==> src/rtl/uart_pkg.sv <==
// rtl/uart_pkg.sv - shared types, constants and baud divisor helper for the UART receiver
package uart_pkg;

    typedef enum logic [2:0] {
        IDLE,
        START,
        DATA,
        PARITY,
        STOP
    } rx_state_e;

    localparam int DATA_BITS   = 8;
    localparam int IDX_W       = $clog2(DATA_BITS);
    localparam int SYNC_STAGES = 2;

    // Clocks per oversample tick, rounded to nearest.
    function automatic int calc_div(input int clk_freq, input int baud, input int oversample);
        int rate;
        rate = baud * oversample;
        return (clk_freq + rate / 2) / rate;
    endfunction

endpackage

==> src/rtl/uart_rx_fifo.sv <==
// rtl/uart_rx_fifo.sv - show-ahead FIFO for received bytes; full push without pop drops and sets sticky overrun
module uart_rx_fifo #(
    parameter int DEPTH = 4,
    parameter int WIDTH = 8
) (
    input  logic             clk,
    input  logic             rst_n,
    input  logic             push_i,
    input  logic [WIDTH-1:0] push_data_i,
    input  logic             pop_i,
    output logic [WIDTH-1:0] rdata_o,
    output logic             empty_o,
    output logic             overrun_o
);

    localparam int AW = $clog2(DEPTH);

    logic [WIDTH-1:0] mem_q [DEPTH];
    logic [AW:0]      wr_ptr_q, wr_ptr_d;
    logic [AW:0]      rd_ptr_q, rd_ptr_d;
    logic             overrun_q, overrun_d;
    logic             full;
    logic             empty;
    logic             do_pop;
    logic             do_push;

    assign empty = (wr_ptr_q == rd_ptr_q);
    assign full  = (wr_ptr_q[AW] != rd_ptr_q[AW]) && (wr_ptr_q[AW-1:0] == rd_ptr_q[AW-1:0]);

    // A pop in the same cycle frees the slot, so a push into a full FIFO still lands.
    assign do_pop  = pop_i & ~empty;
    assign do_push = push_i & (~full | do_pop);

    always_comb begin
        wr_ptr_d  = wr_ptr_q;
        rd_ptr_d  = rd_ptr_q;
        overrun_d = overrun_q;
        if (do_push) begin
            wr_ptr_d = wr_ptr_q + 1'b1;
        end
        if (do_pop) begin
            rd_ptr_d = rd_ptr_q + 1'b1;
        end
        if (push_i && !do_push) begin
            overrun_d = 1'b1;
        end
    end

    always_ff @(posedge clk or negedge rst_n) begin
        if (!rst_n) begin
            wr_ptr_q  <= '0;
            rd_ptr_q  <= '0;
            overrun_q <= 1'b0;
            for (int i = 0; i < DEPTH; i++) begin
                mem_q[i] <= '0;
            end
        end else begin
            wr_ptr_q  <= wr_ptr_d;
            rd_ptr_q  <= rd_ptr_d;
            overrun_q <= overrun_d;
            if (do_push) begin
                mem_q[wr_ptr_q[AW-1:0]] <= push_data_i;
            end
        end
    end

    assign rdata_o   = mem_q[rd_ptr_q[AW-1:0]];
    assign empty_o   = empty;
    assign overrun_o = overrun_q;

endmodule

==> src/rtl/uart_rx_buffered.sv <==
// rtl/uart_rx_buffered.sv - oversampling 8N1 UART receiver with show-ahead byte FIFO and slow-domain read handshake
// Define UART_RX_PARITY_EN to receive 8E1 frames with even-parity checking.
module uart_rx_buffered
    import uart_pkg::*;
#(
    parameter int CLK_FREQ   = 100000000,
    parameter int BAUD       = 9600,
    parameter int OVERSAMPLE = 16,
    parameter int DEPTH      = 4
) (
    input  logic                 sysclk,
    input  logic                 reset,
    input  logic                 UART_RX,
    input  logic                 RX_READ,
    output logic [DATA_BITS-1:0] UART_RXD,
    output logic                 RX_EFF,
    output logic                 FRAME_ERR,
    output logic                 OVERRUN
);

    localparam int DIV    = calc_div(CLK_FREQ, BAUD, OVERSAMPLE);
    localparam int DIV_W  = $clog2(DIV + 1);
    localparam int SAMP_W = $clog2(OVERSAMPLE);

    localparam logic [DIV_W-1:0]  DIV_LAST  = DIV_W'(DIV - 1);
    localparam logic [SAMP_W-1:0] SAMP_MID  = SAMP_W'(OVERSAMPLE / 2 - 1);
    localparam logic [SAMP_W-1:0] SAMP_LAST = SAMP_W'(OVERSAMPLE - 1);
    localparam logic [IDX_W-1:0]  IDX_LAST  = IDX_W'(DATA_BITS - 1);

    logic [SYNC_STAGES-1:0] rx_sync_q;
    logic                   rx_prev_q;
    logic [SYNC_STAGES-1:0] rd_sync_q;
    logic                   rd_prev_q;
    logic                   rx_s;
    logic                   rx_fall;
    logic                   rd_rise;

    rx_state_e              state_q, state_d;
    logic [DIV_W-1:0]       div_cnt_q, div_cnt_d;
    logic [SAMP_W-1:0]      samp_cnt_q, samp_cnt_d;
    logic [IDX_W-1:0]       bit_idx_q, bit_idx_d;
    logic [DATA_BITS-1:0]   shift_q, shift_d;
    logic                   frame_err_q, frame_err_d;
    logic                   tick;
    logic                   push;
    logic                   fifo_empty;

    // Idle-high line syncs to 1 so reset never looks like a start edge.
    always_ff @(posedge sysclk or negedge reset) begin
        if (!reset) begin
            rx_sync_q <= '1;
            rx_prev_q <= 1'b1;
            rd_sync_q <= '0;
            rd_prev_q <= 1'b0;
        end else begin
            rx_sync_q <= {rx_sync_q[SYNC_STAGES-2:0], UART_RX};
            rx_prev_q <= rx_sync_q[SYNC_STAGES-1];
            rd_sync_q <= {rd_sync_q[SYNC_STAGES-2:0], RX_READ};
            rd_prev_q <= rd_sync_q[SYNC_STAGES-1];
        end
    end

    assign rx_s    = rx_sync_q[SYNC_STAGES-1];
    assign rx_fall = rx_prev_q & ~rx_s;
    assign rd_rise = rd_sync_q[SYNC_STAGES-1] & ~rd_prev_q;
    assign tick    = (div_cnt_q == DIV_LAST);

    always_comb begin
        state_d     = state_q;
        div_cnt_d   = tick ? '0 : div_cnt_q + 1'b1;
        samp_cnt_d  = samp_cnt_q;
        bit_idx_d   = bit_idx_q;
        shift_d     = shift_q;
        frame_err_d = 1'b0;
        push        = 1'b0;

        case (state_q)
            IDLE: begin
                div_cnt_d  = '0;
                samp_cnt_d = '0;
                if (rx_fall) begin
                    state_d = START;
                end
            end

            START: begin
                if (tick) begin
                    if (samp_cnt_q == SAMP_MID) begin
                        samp_cnt_d = '0;
                        bit_idx_d  = '0;
                        state_d    = rx_s ? IDLE : DATA;
                    end else begin
                        samp_cnt_d = samp_cnt_q + 1'b1;
                    end
                end
            end

            DATA: begin
                if (tick) begin
                    if (samp_cnt_q == SAMP_LAST) begin
                        samp_cnt_d = '0;
                        shift_d    = {rx_s, shift_q[DATA_BITS-1:1]};
                        if (bit_idx_q == IDX_LAST) begin
`ifdef UART_RX_PARITY_EN
                            state_d = PARITY;
`else
                            state_d = STOP;
`endif
                        end else begin
                            bit_idx_d = bit_idx_q + 1'b1;
                        end
                    end else begin
                        samp_cnt_d = samp_cnt_q + 1'b1;
                    end
                end
            end

`ifdef UART_RX_PARITY_EN
            PARITY: begin
                if (tick) begin
                    if (samp_cnt_q == SAMP_LAST) begin
                        samp_cnt_d = '0;
                        if (^{rx_s, shift_q}) begin
                            frame_err_d = 1'b1;
                            state_d     = IDLE;
                        end else begin
                            state_d = STOP;
                        end
                    end else begin
                        samp_cnt_d = samp_cnt_q + 1'b1;
                    end
                end
            end
`endif

            STOP: begin
                if (tick) begin
                    if (samp_cnt_q == SAMP_LAST) begin
                        // Returning to IDLE on a low stop bit is safe: rearm needs a fresh 1->0 edge.
                        state_d     = IDLE;
                        push        = rx_s;
                        frame_err_d = ~rx_s;
                    end else begin
                        samp_cnt_d = samp_cnt_q + 1'b1;
                    end
                end
            end

            default: begin
                state_d = IDLE;
            end
        endcase
    end

    always_ff @(posedge sysclk or negedge reset) begin
        if (!reset) begin
            state_q     <= IDLE;
            div_cnt_q   <= '0;
            samp_cnt_q  <= '0;
            bit_idx_q   <= '0;
            shift_q     <= '0;
            frame_err_q <= 1'b0;
        end else begin
            state_q     <= state_d;
            div_cnt_q   <= div_cnt_d;
            samp_cnt_q  <= samp_cnt_d;
            bit_idx_q   <= bit_idx_d;
            shift_q     <= shift_d;
            frame_err_q <= frame_err_d;
        end
    end

    uart_rx_fifo #(
        .DEPTH (DEPTH),
        .WIDTH (DATA_BITS)
    ) u_fifo (
        .clk         (sysclk),
        .rst_n       (reset),
        .push_i      (push),
        .push_data_i (shift_q),
        .pop_i       (rd_rise),
        .rdata_o     (UART_RXD),
        .empty_o     (fifo_empty),
        .overrun_o   (OVERRUN)
    );

    assign RX_EFF    = ~fifo_empty;
    assign FRAME_ERR = frame_err_q;

endmodule

==> config.mk <==
export PLATFORM = sky130hd
export DESIGN_NAME = uart_rx_buffered
export DESIGN_NICKNAME = d
export VERILOG_FILES = /design/src/rtl/uart_pkg.sv /design/src/rtl/uart_rx_fifo.sv /design/src/rtl/uart_rx_buffered.sv
export SDC_FILE = /design/constraint.sdc
export NUM_CORES = 1
export LEC_CHECK = 0
export BUFFER_PORTS_ARGS = -buffer_cell sky130_fd_sc_hd__buf_2
export CAP_MARGIN = 20
export CORE_AREA = 2 2 85 87
export DETAILED_ROUTE_END_ITERATION = 7
export DIE_AREA = 0 0 87 89
export PLACE_DENSITY = 0.73
export SLEW_MARGIN = 10
export SYNTH_ARGS = -nofsm -noshare
export SYNTH_HDL_FRONTEND = slang
export SYNTH_HIERARCHICAL = 1
export SYNTH_SLANG_ARGS = --single-unit
==> constraint.sdc <==
create_clock -name sysclk -period 3.3 [get_ports sysclk]
set_input_delay 0.33 -clock sysclk [delete_from_list [all_inputs] [get_ports sysclk]]
set_output_delay 0.33 -clock sysclk [all_outputs]
set_load 0.05 [all_outputs]
==> key figures <==
STA
  – Period utilization: 73.49%
  – Setup TNS: 0 ns
  – Final setup fails: 0
  – Hold Fails Final Rpt: 0
  – Slew @ Worst Pin: 1.015 ns
  – Worst Skew: 0.01203 ns
  – Slew margin rel.: 32.22%
  – Min Tclk post-route: 2.425 ns
  – RSZ-0062 raised after global routing: false
  – Fmax: 412.3 MHz
  – Final Slew Violations: 0

Route
  – Residual DRC: 0
  – Wire per inst: 16.73 um
  – Vias: 2173
  – DRT iter0 DRCs: 158
  – Final ANT Viol Nets: 0
  – Total Wirelength: 6.222 mm
  – Vias/cell: 5.841
  – Drt pass-1 iters: 4

CTS
  – Clock tree root buffer cell: clkbuf_8
  – TritonCTS clock tree: built
  – CTS Hold Bufs: 0
  – CTS max path bufs: 2
  – CTS Sinks: 74
  – Post-CTS Setup Inserts: 0
  – Resize count post-CTS: 0
  – Clock slew at reported path FFs: 0.08 ns
  – Clk Latency, worst-skew pair: 0.35 ns
  – # H-tree levels: 3
  – CTS buffer count: 9

Power and ir drop
  – NetSw: 0.0006592 W
  – Gate power share: 16.6%
  – Pwr per Cell Area: 540.3 nW/um2
  – Leakage: 1.887 nW
  – Sequential Power Share: 49.6%
  – Clock network power share: 33.8%
  – VDD IR max: 0.0003888 V
  – Sw Ratio: 30.37%
  – Internal Pwr Total: 0.001511 W

Synth
  – Syn Std Cell Area: 3691 um2
  – Asr flop ratio synth: 100.0%
  – Post-synthesis cell count: 269
  – Compound-Gate Fraction of Synth Area: 8.746%
  – Syn Area/Cell: 13.72 um2
  – Syn_nets: 283
  – EDFF count, synth: 0
  – Sequential-to-total area share from yosys stat: 50.27%
  – Adder-cell share of the synthesized area: 3.390%
  – Simple-Gate Fraction of Synth Area: 10.75%
  – Seq cells post-synth: 74
  – Synth Area in XOR/XNOR: 4.542%
  – Multiplexer share of the synthesized area: 19.56%
  – Top_reg_cell synth: dfrtp_1
  – Warnings, synthesis: 6
  – Yosys cell types: 57
  – Largest family of logic cells by synthesized area: multiplexers

Layout
  – Share of cells above drive strength 1: 36.30%
  – FILL cells: 524
  – Final Cell Area: 4018 um2
  – Area delta synth->final: 8.847%
  – Final-stage net count: 301
  – Most frequent cells in the layout: dfrtp_1, mux2_2, nor2_1
  – Antenna diodes: 0
  – Commonest non-fill, non-tap cell in the layout: dfrtp_1

Critical path
  – Worst R2R End: u_fifo/mem_q[8]$_DFFE_PN0P_
  – RR Startpoint: div_cnt_q[0]$_DFF_PN0_
  – Critical Path AT: 2.66 ns
  – Critical path origin: div_cnt_q[0]$_DFF_PN0_
  – CP max stage cell: dfrtp_1
  – Worst Path Required: 3.54 ns
  – Critical Path, Cell by Cell: inv_1 > ha_1 > and4b_2 > nand3_2 > nor4_1 > buf_4 > and2_1 > o41ai_4 > mux2_2
  – Reg2reg path depth: 9
  – Peak fanout along the critical path: 12
  – WS Path Type: reg2reg
  – Worst setup endpoint: u_fifo/mem_q[8]$_DFFE_PN0P_
  – CP Capture Type: register
  – Largest stage delay, worst path: 0.43 ns
  – CP startpoint kind: register
  – Reg-to-reg setup timing slack: 0.87 ns

Status
  – Status: finished clean

GRT
  – GRT overflow: 0
  – Initial antenna violation count: 0
  – GR Util All Layers: 17.78%
  – Number of global-route vias before repair: 2103
  – Pin count of the biggest net entering global routing: 75
  – First-pass GRT wire length: 10.38 mm

Floorplanning
  – Chip Height: 89 um
  – I/O pin cnt: 15
  – Die Area: 7743 um2
  – Rows: 30
  – Die Wd: 87 um
  – Initial core utilization: 54.93%
  – Core footprint: 6719 um2

Placement
  – RePlAce Congestion: 0.7549
  – PortBufs: 14
  – DP Area: 3807 um2
  – Post-DP HPWL: 3.954 mm

Worst hold path
  – Worst hold path type: in2reg

Flow run
  – Max_cap viols: 0
==> cell type report <==
class / instances / area, um2 / share of cell area, %
Tap cell: 80 / 100.1 / 2.491
Inverter: 8 / 30.03 / 0.7474
Clock buffer: 10 / 137.6 / 3.426
Multi-Input combinational cell: 178 / 1734 / 43.16
Sequential cell: 74 / 1856 / 46.19
Clock inverter: 6 / 72.57 / 1.806
Timing Repair Buffer: 16 / 87.58 / 2.180
==> worst min path at each step <==
stage                                       from                endpoint  slack (ns)  cells past startpoint
after global routing                     UART_RX  rx_sync_q[0]$_DFF_PN1_        0.06                      1
after CTS                                UART_RX  rx_sync_q[0]$_DFF_PN1_        0.07                      1
after floorplan                            reset     FRAME_ERR$_DFF_PN0_        0.03                      0
after global placement    rd_sync_q[0]$_DFF_PN0_  rd_sync_q[1]$_DFF_PN0_        0.35                      0
final                                    UART_RX  rx_sync_q[0]$_DFF_PN1_        0.08                      1
after detailed placement  rd_sync_q[0]$_DFF_PN0_  rd_sync_q[1]$_DFF_PN0_        0.34                      0
==> power by group through the flow <==
stage	Combinational [W]	Sequential (W)	Clock, W
2_1_floorplan	0.000312	0.00106	0
3_3_place_gp	0.000345	0.00109	0
3_5_place_dp	0.000357	0.00109	0
4_1_cts	0.000363	0.00108	0.000752
5_1_grt	0.000405	0.00109	0.000790
6_report	0.000360	0.00108	0.000734
==> registers in the layout (all words and copies together), names as in the netlist <==
signal / count
div_cnt_q: 10
FRAME_ERR: 1
samp_cnt_q: 4
u_fifo/mem_q: 32
bit_idx_q: 3
u_fifo/overrun_o: 1
rd_prev_q: 1
shift_q: 8
u_fifo/rd_ptr_q: 3
rx_sync_q: 2
state_q: 3
rd_sync_q: 2
rx_prev_q: 1
u_fifo/wr_ptr_q: 3
==> critical path: cells and delay by family, from the launching register on <==
family | cells | cell delay (ns)
mux | 1 | 0.35
simple gates | 4 | 0.96
buf+inv | 2 | 0.26
fa+ha+maj | 1 | 0.13
compound gates | 1 | 0.19
flops | 1 | 0.43
==> metrics by stage <==
stage	cells	worst slack [ns]	total power (W)	hold slack (ns)	util, %
after floorplan	269	0.8907	0.001368	0.03441	-
after global placement	356	0.9241	0.001431	0.3457	56.67
after detailed placement	356	0.8781	0.001449	0.3410	56.67
after CTS	372	0.8576	0.002190	0.06681	59.80
after global routing	372	0.7219	0.002285	0.06338	59.80
final	372	0.8748	0.002171	0.08335	59.80
==> Yosys cell counts, types with 2 or more instances <==
| library cell | count | area share [%] |
|---|---|---|
| nor3b_1 | 4 | 0.81 |
| ha_1 | 10 | 3.4 |
| mux4_2 | 8 | 4.9 |
| o311a_1 | 2 | 0.54 |
| nor3b_2 | 2 | 0.68 |
| o21a_1 | 2 | 0.41 |
| nor2_1 | 17 | 1.7 |
| xnor2_1 | 7 | 1.7 |
| and2_1 | 5 | 0.85 |
| nor4_1 | 5 | 0.85 |
| inv_1 | 8 | 0.81 |
| mux2i_1 | 2 | 0.54 |
| a221o_2 | 2 | 0.61 |
| nor2b_1 | 3 | 0.51 |
| nand2_1 | 10 | 1.0 |
| o21ai_0 | 6 | 0.81 |
| dfstp_2 | 3 | 2.1 |
| a21oi_1 | 3 | 0.41 |
| xor2_1 | 4 | 0.95 |
| dfrtp_1 | 71 | 48 |
| mux2_2 | 44 | 13 |
| o41ai_4 | 4 | 3.0 |
| or3_1 | 3 | 0.51 |
| clkbuf_1 | 2 | 0.20 |
| a22o_1 | 2 | 0.47 |
| xor2_4 | 2 | 1.5 |
| nand3_1 | 4 | 0.54 |
| buf_6 | 2 | 0.61 |
| nor3_1 | 4 | 0.54 |
==> logic make-up (layout without fill, tap and decap cells) <==
| family | after synthesis | count (layout) |
|---|---|---|
| buffers and inverters | 17 | 40 |
| XOR/XNOR | 14 | 14 |
| multiplexers | 56 | 56 |
| AND/OR/NAND/NOR | 66 | 66 |
| AO/OA/AOI/OAI | 32 | 32 |
| flip-flops | 74 | 74 |
| adder cells (fa/ha/maj) | 10 | 10 |
==> metal layers <==
metal,global-route usage (%),share of wire (%)
met3,4.432,2.7
met4,7.670,1.8
met1,24.48,47
met5,0,0
met2,27.00,49
(Power assumes the default switching activity.)
